===== src/rtl/serial_rx_align.sv =====
// Multi-lane serial-to-parallel receiver: per-lane comma hunt, word alignment,
// lock tracking and optional loss-of-sync after a run of non-comma words.
module serial_rx_align #(
  parameter int               WIDTH      = 8,
  parameter int               LANES      = 2,
  parameter logic [WIDTH-1:0] COMMA      = 8'hBC,
  parameter int               LOCK_COUNT = 4,
  parameter int               MAX_GAP    = 0
) (
  input  logic                   clk,
  input  logic                   reset,
  input  logic [LANES-1:0]       data_in,
  output logic [LANES*WIDTH-1:0] data_out,
  output logic [LANES-1:0]       valid_out,
  output logic [LANES-1:0]       locked,
  output logic                   all_locked,
  output logic [2*LANES-1:0]     dbg_state
);

  localparam int BW = (WIDTH > 1) ? $clog2(WIDTH) : 1;
  localparam int CW = (LOCK_COUNT < 2) ? 1 : $clog2(LOCK_COUNT + 1);
  localparam int GW = (MAX_GAP < 1) ? 1 : $clog2(MAX_GAP + 1);
  localparam logic [CW-1:0] LOCK_CNT_C = CW'(LOCK_COUNT);
  localparam logic [GW-1:0] MAX_GAP_C  = GW'(MAX_GAP);

  typedef enum logic [1:0] {
    S_SEARCH = 2'd0,
    S_ALIGN  = 2'd1,
    S_LOCKED = 2'd2
  } state_t;

  // valid_out is a one-clock pulse with no backpressure: the consumer must take
  // data_out on every cycle valid_out is high, data_out holds until the next word.
  for (genvar g = 0; g < LANES; g++) begin : g_lane
    state_t           r_state, w_state_nxt;
    logic [WIDTH-1:0] r_sr, w_sr_next, r_data, w_data_nxt;
    logic [BW-1:0]    r_bit_cnt, w_bit_cnt_nxt;
    logic [CW-1:0]    r_comma_cnt, w_comma_cnt_nxt;
    logic [GW-1:0]    r_gap_cnt, w_gap_cnt_nxt;
    logic             r_valid, w_valid_nxt;
    logic             w_boundary, w_is_comma;

    assign w_sr_next  = {r_sr[WIDTH-2:0], data_in[g]};
    assign w_boundary = (r_bit_cnt == BW'(WIDTH - 1));
    assign w_is_comma = (w_sr_next == COMMA);

    always_comb begin
      w_state_nxt     = r_state;
      w_bit_cnt_nxt   = w_boundary ? '0 : r_bit_cnt + BW'(1);
      w_comma_cnt_nxt = r_comma_cnt;
      w_gap_cnt_nxt   = r_gap_cnt;
      w_data_nxt      = r_data;
      w_valid_nxt     = 1'b0;
      case (r_state)
        S_SEARCH: begin
          // A match fixes the word phase: the next bit is bit 0 of a word.
          if (w_is_comma) begin
            w_bit_cnt_nxt   = '0;
            w_comma_cnt_nxt = CW'(1);
            w_gap_cnt_nxt   = '0;
            w_state_nxt     = (LOCK_COUNT == 1) ? S_LOCKED : S_ALIGN;
          end
        end
        S_ALIGN: begin
          if (w_boundary) begin
            if (w_is_comma) begin
              w_comma_cnt_nxt = r_comma_cnt + CW'(1);
              if (w_comma_cnt_nxt == LOCK_CNT_C) w_state_nxt = S_LOCKED;
            end else begin
              w_comma_cnt_nxt = '0;
              w_state_nxt     = S_SEARCH;
            end
          end
        end
        S_LOCKED: begin
          if (w_boundary) begin
            if (w_is_comma) begin
              w_gap_cnt_nxt = '0;
            end else begin
              w_data_nxt    = w_sr_next;
              w_valid_nxt   = 1'b1;
              w_gap_cnt_nxt = r_gap_cnt + GW'(1);
              // The word that exhausts the gap budget is still delivered.
              if ((MAX_GAP != 0) && (w_gap_cnt_nxt == MAX_GAP_C)) begin
                w_gap_cnt_nxt   = '0;
                w_comma_cnt_nxt = '0;
                w_state_nxt     = S_SEARCH;
              end
            end
          end
        end
        default: w_state_nxt = S_SEARCH;
      endcase
    end

    always_ff @(posedge clk) begin
      if (reset) begin
        r_state     <= S_SEARCH;
        r_sr        <= '0;
        r_bit_cnt   <= '0;
        r_comma_cnt <= '0;
        r_gap_cnt   <= '0;
        r_data      <= '0;
        r_valid     <= 1'b0;
      end else begin
        r_state     <= w_state_nxt;
        r_sr        <= w_sr_next;
        r_bit_cnt   <= w_bit_cnt_nxt;
        r_comma_cnt <= w_comma_cnt_nxt;
        r_gap_cnt   <= w_gap_cnt_nxt;
        r_data      <= w_data_nxt;
        r_valid     <= w_valid_nxt;
      end
    end

    assign data_out[g*WIDTH +: WIDTH] = r_data;
    assign valid_out[g]               = r_valid;
    assign locked[g]                  = (r_state == S_LOCKED);
    assign dbg_state[2*g +: 2]        = r_state;
  end

  assign all_locked = &locked;

endmodule


===== config.mk =====
export PLATFORM = sky130hd
export DESIGN_NAME = serial_rx_align
export DESIGN_NICKNAME = d
export VERILOG_FILES = /design/src/rtl/serial_rx_align.sv
export SDC_FILE = /design/constraint.sdc
export NUM_CORES = 1
export LEC_CHECK = 0
export ABC_AREA = 0
export ABC_CLOCK_PERIOD_IN_PS = 2850
export CORE_AREA = 2 2 65 67
export CTS_BUF_LIST = sky130_fd_sc_hd__clkbuf_8 sky130_fd_sc_hd__clkbuf_16
export DETAILED_ROUTE_END_ITERATION = 10
export DIE_AREA = 0 0 67 69
export PLACE_DENSITY = 0.73
export SKIP_LAST_GASP = 1
export SLEW_MARGIN = 20
export SYNTH_ARGS = -nofsm -noshare
export SYNTH_HDL_FRONTEND = slang
export SYNTH_SLANG_ARGS = --single-unit

===== constraint.sdc =====
create_clock -name clk -period 2.85 [get_ports clk]
set_input_delay 0.57 -clock clk [delete_from_list [all_inputs] [get_ports clk]]
set_output_delay 0.57 -clock clk [all_outputs]
set_load 0.005 [all_outputs]

# After elaboration in Yosys (flattened, before gate mapping)
# Cells that the tools add are included.
# word_totals
elab_cells	77
in_bits	4
register_bits	48
out_inout_bits	25
# classes
eq_ne	16
n_reduce_logical	13
n_bitwise	6
mux	26
add_sub_neg	4
# op_table
operator	count
3-bit two-way mux	12
8-bit equality test, second input constant	2
2-bit two-way mux	8
3-bit by 1-bit adder with 3-bit output, second input constant	4
3-bit equality test, second input constant	4
2-bit case mux with 3 select lines	2
3-bit case mux with 2 select lines	2
3-bit AND reduction	4
2-bit inequality test, second input constant	4
4-bit AND reduction	2
3-bit inequality test, second input constant	2
1-bit NOT	6
3-bit OR reduction	2
2-bit by 1-bit equality test with 1-bit output, second input constant	2
2-bit equality test, second input constant	2
2-bit zero test	2
2-bit nonzero test	2
1-bit two-way mux	2
2-bit AND reduction	1

# Logic depth before layout (Yosys ltp)
# logic_depth
word_depth	6
mapped_depth	7
ltp_nobuf	6

# Worst setup path after synthesis
# OpenSTA, ideal clock, no wires.
# synth_path
path_type	input to register
from	input port data_in[1]
to	register g_lane[1].r_comma_cnt[1]
arrival_ps	1806
path_stages	4
path_slack_ps	970
required_time_ps	2776
n_path_buf	0
setup_time_ps	74
path_cell_list	or2_1 > or3_4 > or4_1 > a31oi_1
# synth_via
elab_chain_len	4
word_cells_on_any_way	6
classes_between	eq/ne (2); mux (3); reduce/logical (1)
# synth_lines
element	line_no	source
from (decl)	12	input logic [LANES-1:0] data_in,
8-bit equality test (*)	45	assign w_is_comma = (w_sr_next == COMMA);
3-bit two-way mux	66	if (w_is_comma) begin
3-bit two-way mux	65	if (w_boundary) begin
3-bit case mux with 2 select lines	54	case (r_state)
to (signal assigned)	109	r_comma_cnt <= w_comma_cnt_nxt;
to (decl)	38	logic [CW-1:0] r_comma_cnt, w_comma_cnt_nxt;
# Every way passes the cells marked *; elsewhere a longest branch is shown, timed or not. The select of a mux whose other input is x is not followed.
# A chain may end at the register's enable or synchronous reset.

# Worst setup path after layout
# layout_path
from	register g_lane[1].r_state[1]
to	output port all_locked
# layout_via
elab_chain_len	2
# layout_lines
element	line_no	source
from (decl)	35	state_t r_state, w_state_nxt;
from (signal assigned)	106	r_state <= w_state_nxt;
2-bit equality test	118	assign locked[g] = (r_state == S_LOCKED);
2-bit AND reduction	122	assign all_locked = &locked;
to (decl)	16	output logic all_locked,
# Every way passes these cells.

==> reports/metrics.cfg <==
[die]
die_h_um = 69
num_rows = 23
initial_utilization_pct = 48.5
io_pins = 29
die_w_um = 67
die_area_um2 = 4620
core_um2 = 3910

[routing]
ant_nets = 0
via_per_inst = 5.13
drt_first_pass_iters = 5
routedWlPerCell_um = 12.7
vias = 1390
drtIter0Drc = 101
drc = 0
drt_wl_total_mm = 3.43

[sta]
timing.final.crit_share_pct = 77.2
tightest_slew_ns = 0.586
fin_tns_setup_ns = 0
fin_ws_ns = 0.651
period_needed_ns = 2.20
relSlewSlack_pct = 60.6
fin_hold_ws_ns = 0.444
slew_violations = 0
setup_violations = 0
finClkSkew_ns = 0.00234
hold_viol = 0
fmax_ghz = 0.455
rsz0062_at_grt = false

[worst_setup_path]
crit_path_max_fanout = 11
worstPathArrival_ns = 1.63
critPathKind = reg -> out
required_ns = 2.28
worst_setup_path_start_kind = register
cp-end-kind = output port

[flow_run]
cap_violations = 0

[cts]
clock-sinks = 48
cts.htree.levels = 2
hold_buffers = 0
clockBufferDepth = 2
path_clk_slew_ns = 0.08
clkLatencyLatePin_ns = 0.30
cts_resized = 0
cts_setup_buffers = 0
cts-root-buf = clkbuf_8
numCtsBuffers = 5
cts_tree = done

[final_layout]
fin_nets = 232
design_area_um2 = 2300
drive_above_1_share_pct = 4.52
antennaDiodeCount = 0
area_growth_pct = 21.2
finish.utilization_pct = 58.8

[run_status]
outcome = finished clean

[grt]
grt_pass1_vias = 1252
grt_start_max_net_pins = 49
antenna_found_initial = 0
grt_pass1_wl_mm = 5.80
overflow = 0
grtUsageTotal_pct = 16.5

[placement]
gp_congestion = 0.772
dpl.hpwl_mm = 2.31
port_buffers = 28
place_ws_ns = 0.444
place_area_um2 = 2190

[power_and_ir_drop]
power.leakage_nw = 0.851
powerDensity_nw_per_um2 = 520
peakVddDrop_mv = 0.365

[yosys]
ys_seq_elements = 48
syn-num-nets = 208
synth_area_um2 = 1900
ys.flop_type = dfxtp_1
async_flop_share_pct = 0
yosysWarnings = 0
netlist_instances = 196
synth_cell_types = 39
synth-edff-count = 0
synth.avg_cell_area_um2 = 9.68
seq_area_frac_synth_pct = 50.6

[hold_path]
hp-class = reg -> reg

synthesized netlist by cell type, types with 3 or more instances:
| cell | instances | area, um2 |
|---|---|---|
| a21oi_1 | 8 | 40.0 |
| clkbuf_1 | 7 | 26.3 |
| dfxtp_1 | 48 | 961 |
| ha_1 | 8 | 100 |
| inv_1 | 9 | 33.8 |
| mux2i_1 | 16 | 160 |
| nand2_1 | 9 | 33.8 |
| nand3_1 | 3 | 15.0 |
| nor2_1 | 21 | 78.8 |
| nor2b_1 | 21 | 131 |
| nor3_1 | 6 | 30.0 |
| o21ai_0 | 4 | 20.0 |
sequential cells by signal, indices dropped and copies added, names as in the netlist:
register and flops:
g_lane.r_state 4, g_lane.r_valid 2, g_lane.r_bit_cnt 6, g_lane.r_sr 14
g_lane.r_comma_cnt 6, g_lane.r_data 16
placed cells by master (no fill, tap or decap), types with 6 or more instances in the layout:
master and instances:
dfxtp_1 48, clkdlybuf4s50_1 28, nor2_1 21, nor2b_1 21, mux2i_1 16, inv_1 10, nand2_1 9, a21oi_1 8
ha_1 8, nor3_1 6
path summary, 6_finish.rpt:
kind | from | to | slack (ns) | depth (start not counted)
max | g_lane[1].r_state[1] | all_locked | 0.65 | 3
min | g_lane[1].r_bit_cnt[0] | g_lane[1].r_bit_cnt[0] | 0.44 | 1
max reg2reg | g_lane[1].r_bit_cnt[0] | g_lane[1].r_data[2] | 1.02 | 5
min reg2reg | g_lane[1].r_bit_cnt[0] | g_lane[1].r_bit_cnt[0] | 0.44 | 1
worst max-delay path, cell delays in order, from the launching register on:
cell	delay (ns)
dfxtp_1	0.53
nand2b_1	0.15
nor2_1	0.14
clkdlybuf4s50_1	0.51
metal layers:
metal / up-vias / routed length (um) / track usage [%]
met4: 0 / 68 / 7.48
li1: 709 / - / -
met2: 43 / 1490 / 23.1
met1: 633 / 1680 / 22.4
met3: 5 / 187 / 5.87
met5: - / 0 / 0
power by group:
group / internal (mW) / total (mW) / switching (mW)
clock: 0.257 / 0.474 / 0.217
sequential: 0.682 / 0.688 / 0.00591
combinational: 0.0154 / 0.0345 / 0.0191
total: 0.954 / 1.20 / 0.242
logic make-up (layout without fill, tap and decap cells):
| group | Yosys count | count (layout) | synth area share (%) |
|---|---|---|---|
| AOI/OAI and AO/OA | 24 | 24 | 8.24 |
| xor gates and xnor gates | 2 | 2 | 0.923 |
| adders and majority gates | 8 | 8 | 5.27 |
| buffers and inverters | 21 | 46 | 4.68 |
| DFF | 48 | 48 | 50.6 |
| muxes | 16 | 16 | 8.44 |
| and+or+nand+nor | 77 | 77 | 21.8 |
per-stage QoR:
stage                     std cells  total power, mW
after floorplan                 196            0.726
after global placement          263            0.737
after detailed placement        263            0.738
after CTS                       271             1.21
after global routing            271             1.24
final                           271             1.20
layout make-up:
type                       instances  area, um2
timing repair buffer              29        288
sequential                        48        961
multi-input combinational        127        848
tap                               50       62.6
clock buffer                       5       68.8
clock inverter                     3       38.8
inverter                           9       33.8
fill                             376       1610
Note: power is estimated with default switching activity, not from simulation.
==> patch: new RTL, same settings <==
Make the reset (`reset`) asynchronous in one clocked block.
--- a/src/rtl/serial_rx_align.sv
+++ b/src/rtl/serial_rx_align.sv
@@ -94,5 +94,5 @@
     end
 
-    always_ff @(posedge clk) begin
+    always_ff @(posedge clk or posedge reset) begin
       if (reset) begin
         r_state     <= S_SEARCH;
Behaviour: differs if reset is asserted again (counterexample within 10 cycles, from zero or initial values and one cycle with reset high); with reset held inactive, the same outputs for 10 cycles.
==> patch against the original RTL <==
- hold slack got worse by 0.025 ns
- setup slack got worse by 0.28 ns
- synthesized area up 9.5%
- core utilization up 4.7 points
- count of clock-buffer cells in the layout unchanged
- wire length rose by 12%
- synthesized cell count shrank 21%
- sequential cell count stayed put
- cell area up 7.9%
- clock skew increased by 0.0019 ns
- register-to-register slack gained 0.02 ns
- critical path type unchanged
- critical endpoint unchanged
Power is not compared: it rests on default switching activity, and its combinational part moved more than twofold at a synthesized area within 25%.
==> patch: results (changes against the original RTL) <==
Logic synthesis
  – Netlist cell types: 38 (-2.6%)
  – Fraction of synthesized cell area in xor and xnor cells: 0.8429% (-0.080 points)
  – Cell types with the highest counts after synthesis: sky130_fd_sc_hd__dfrtp_1, sky130_fd_sc_hd__nor2b_1, sky130_fd_sc_hd__o21ai_0
  – Number of nets in the synthesized netlist: 167 (-20%)
  – Synth Area in Compound Gates: 9.753% (+1.5 points)
  – Post-synthesis average cell area: 13.41 um^2 (+38%)
  – Fraction of synthesized area in multiplexers: 10.60% (+2.2 points)
  – Fraction of the yosys area taken by sequential cells: 57.80% (+7.2 points)
  – Async SR Flop Fraction: 100.0% (+100 points)

Setup path
  – Crit path DAT: 1.91 ns (+0.28 ns)
  – Largest fanout of any net on the critical path: 13 (+2)
  – Slowest stage delay, CP: 0.56 ns (+0.03 ns)
  – Slowest cell on the critical path: sky130_fd_sc_hd__clkdlybuf4s50_1

STA
  – Final Skew: 0.004258 ns (+0.001916 ns)

Route
  – Number of iterations in the first detailed-routing pass: 4 (-1)
  – Average wire per standard cell: 16.63 um (+31%)
  – Vias: 1,351 (-2.8%)
  – Total wire length: 3.858 mm (+12%)
  – Initial DRC count: 138 (+37%)

Placement
  – Half-perimeter wire length after detailed placement: 2.680 mm (+16%)
  – Area post-placement: 2385 um^2 (+8.7%)
  – Placer's final routability congestion estimate: 0.9083 (+18%)
  – Placed Cells: 226 (-14%)

Cells and area
  – Final layout net count: 195 (-16%)

Run status
  – Outcome: finished, final reports clean

Global routing
  – Vias in the first global route: 1,308 (+4.5%)
  – Pin count of the biggest net entering global routing: 33 (-33%)
-- patch: cell types whose count changed after synthesis, sizes merged, moves of 12 or more --
| cell | change |
|---|---|
| mux2 | +16 |
| mux2i | -15 |
| nor2b | -12 |
| nor2 | -19 |
| dfxtp | -48 |
| dfrtp | +48 |
-- patch: metal layers --
metal	GRT usage [%]	up-vias	wire (um)
met5	0	-	0
met4	8.163	0	72
met3	4.405	7	142
met2	27.83	31	1895
met1	26.51	687	1747
li1	-	626	-
-- patch: stage by stage --
| step | total power (uW) | utilization [%] |
|---|---|---|
| final | 1305 | 63.46 |
| after global routing | 1369 | 63.46 |
| after CTS | 1324 | 63.46 |
| after detailed placement | 869.6 | 60.93 |
| after global placement | 854.0 | 60.93 |
| after floorplan | 820.4 | - |
-- patch: layout make-up --
type,count,area [um^2]
clock inverters,1,30.03
repair buffers,30,295.3
fillers,319,1430
multi-input cells,95,814.5
well taps,50,62.56
clock buffers,5,68.82
inverters,3,11.26
flip-flops and latches,48,1201
-- patch: path summary, 6_finish.rpt --
path	from	to	slack, ns	cells after the start
max	g_lane[0].r_state[0]	all_locked	0.37	3
min in group asynchronous	reset	g_lane[1].r_bit_cnt[1]	0.68	2
min	g_lane[1].r_sr[0]	g_lane[1].r_sr[1]	0.42	0
max in group asynchronous	reset	g_lane[1].r_data[2]	1.60	3
max reg2reg	g_lane[0].r_state[0]	g_lane[0].r_data[2]	1.04	4
min reg2reg	g_lane[1].r_sr[0]	g_lane[1].r_sr[1]	0.42	0
-- patch: worst register-to-register path, cell delays in order, from the launching register on --
cell and delay [ns]:
sky130_fd_sc_hd__dfrtp_1 0.53, sky130_fd_sc_hd__nand2b_1 0.26, sky130_fd_sc_hd__inv_1 0.11, sky130_fd_sc_hd__o211a_1 0.46
sky130_fd_sc_hd__mux2_4 0.35
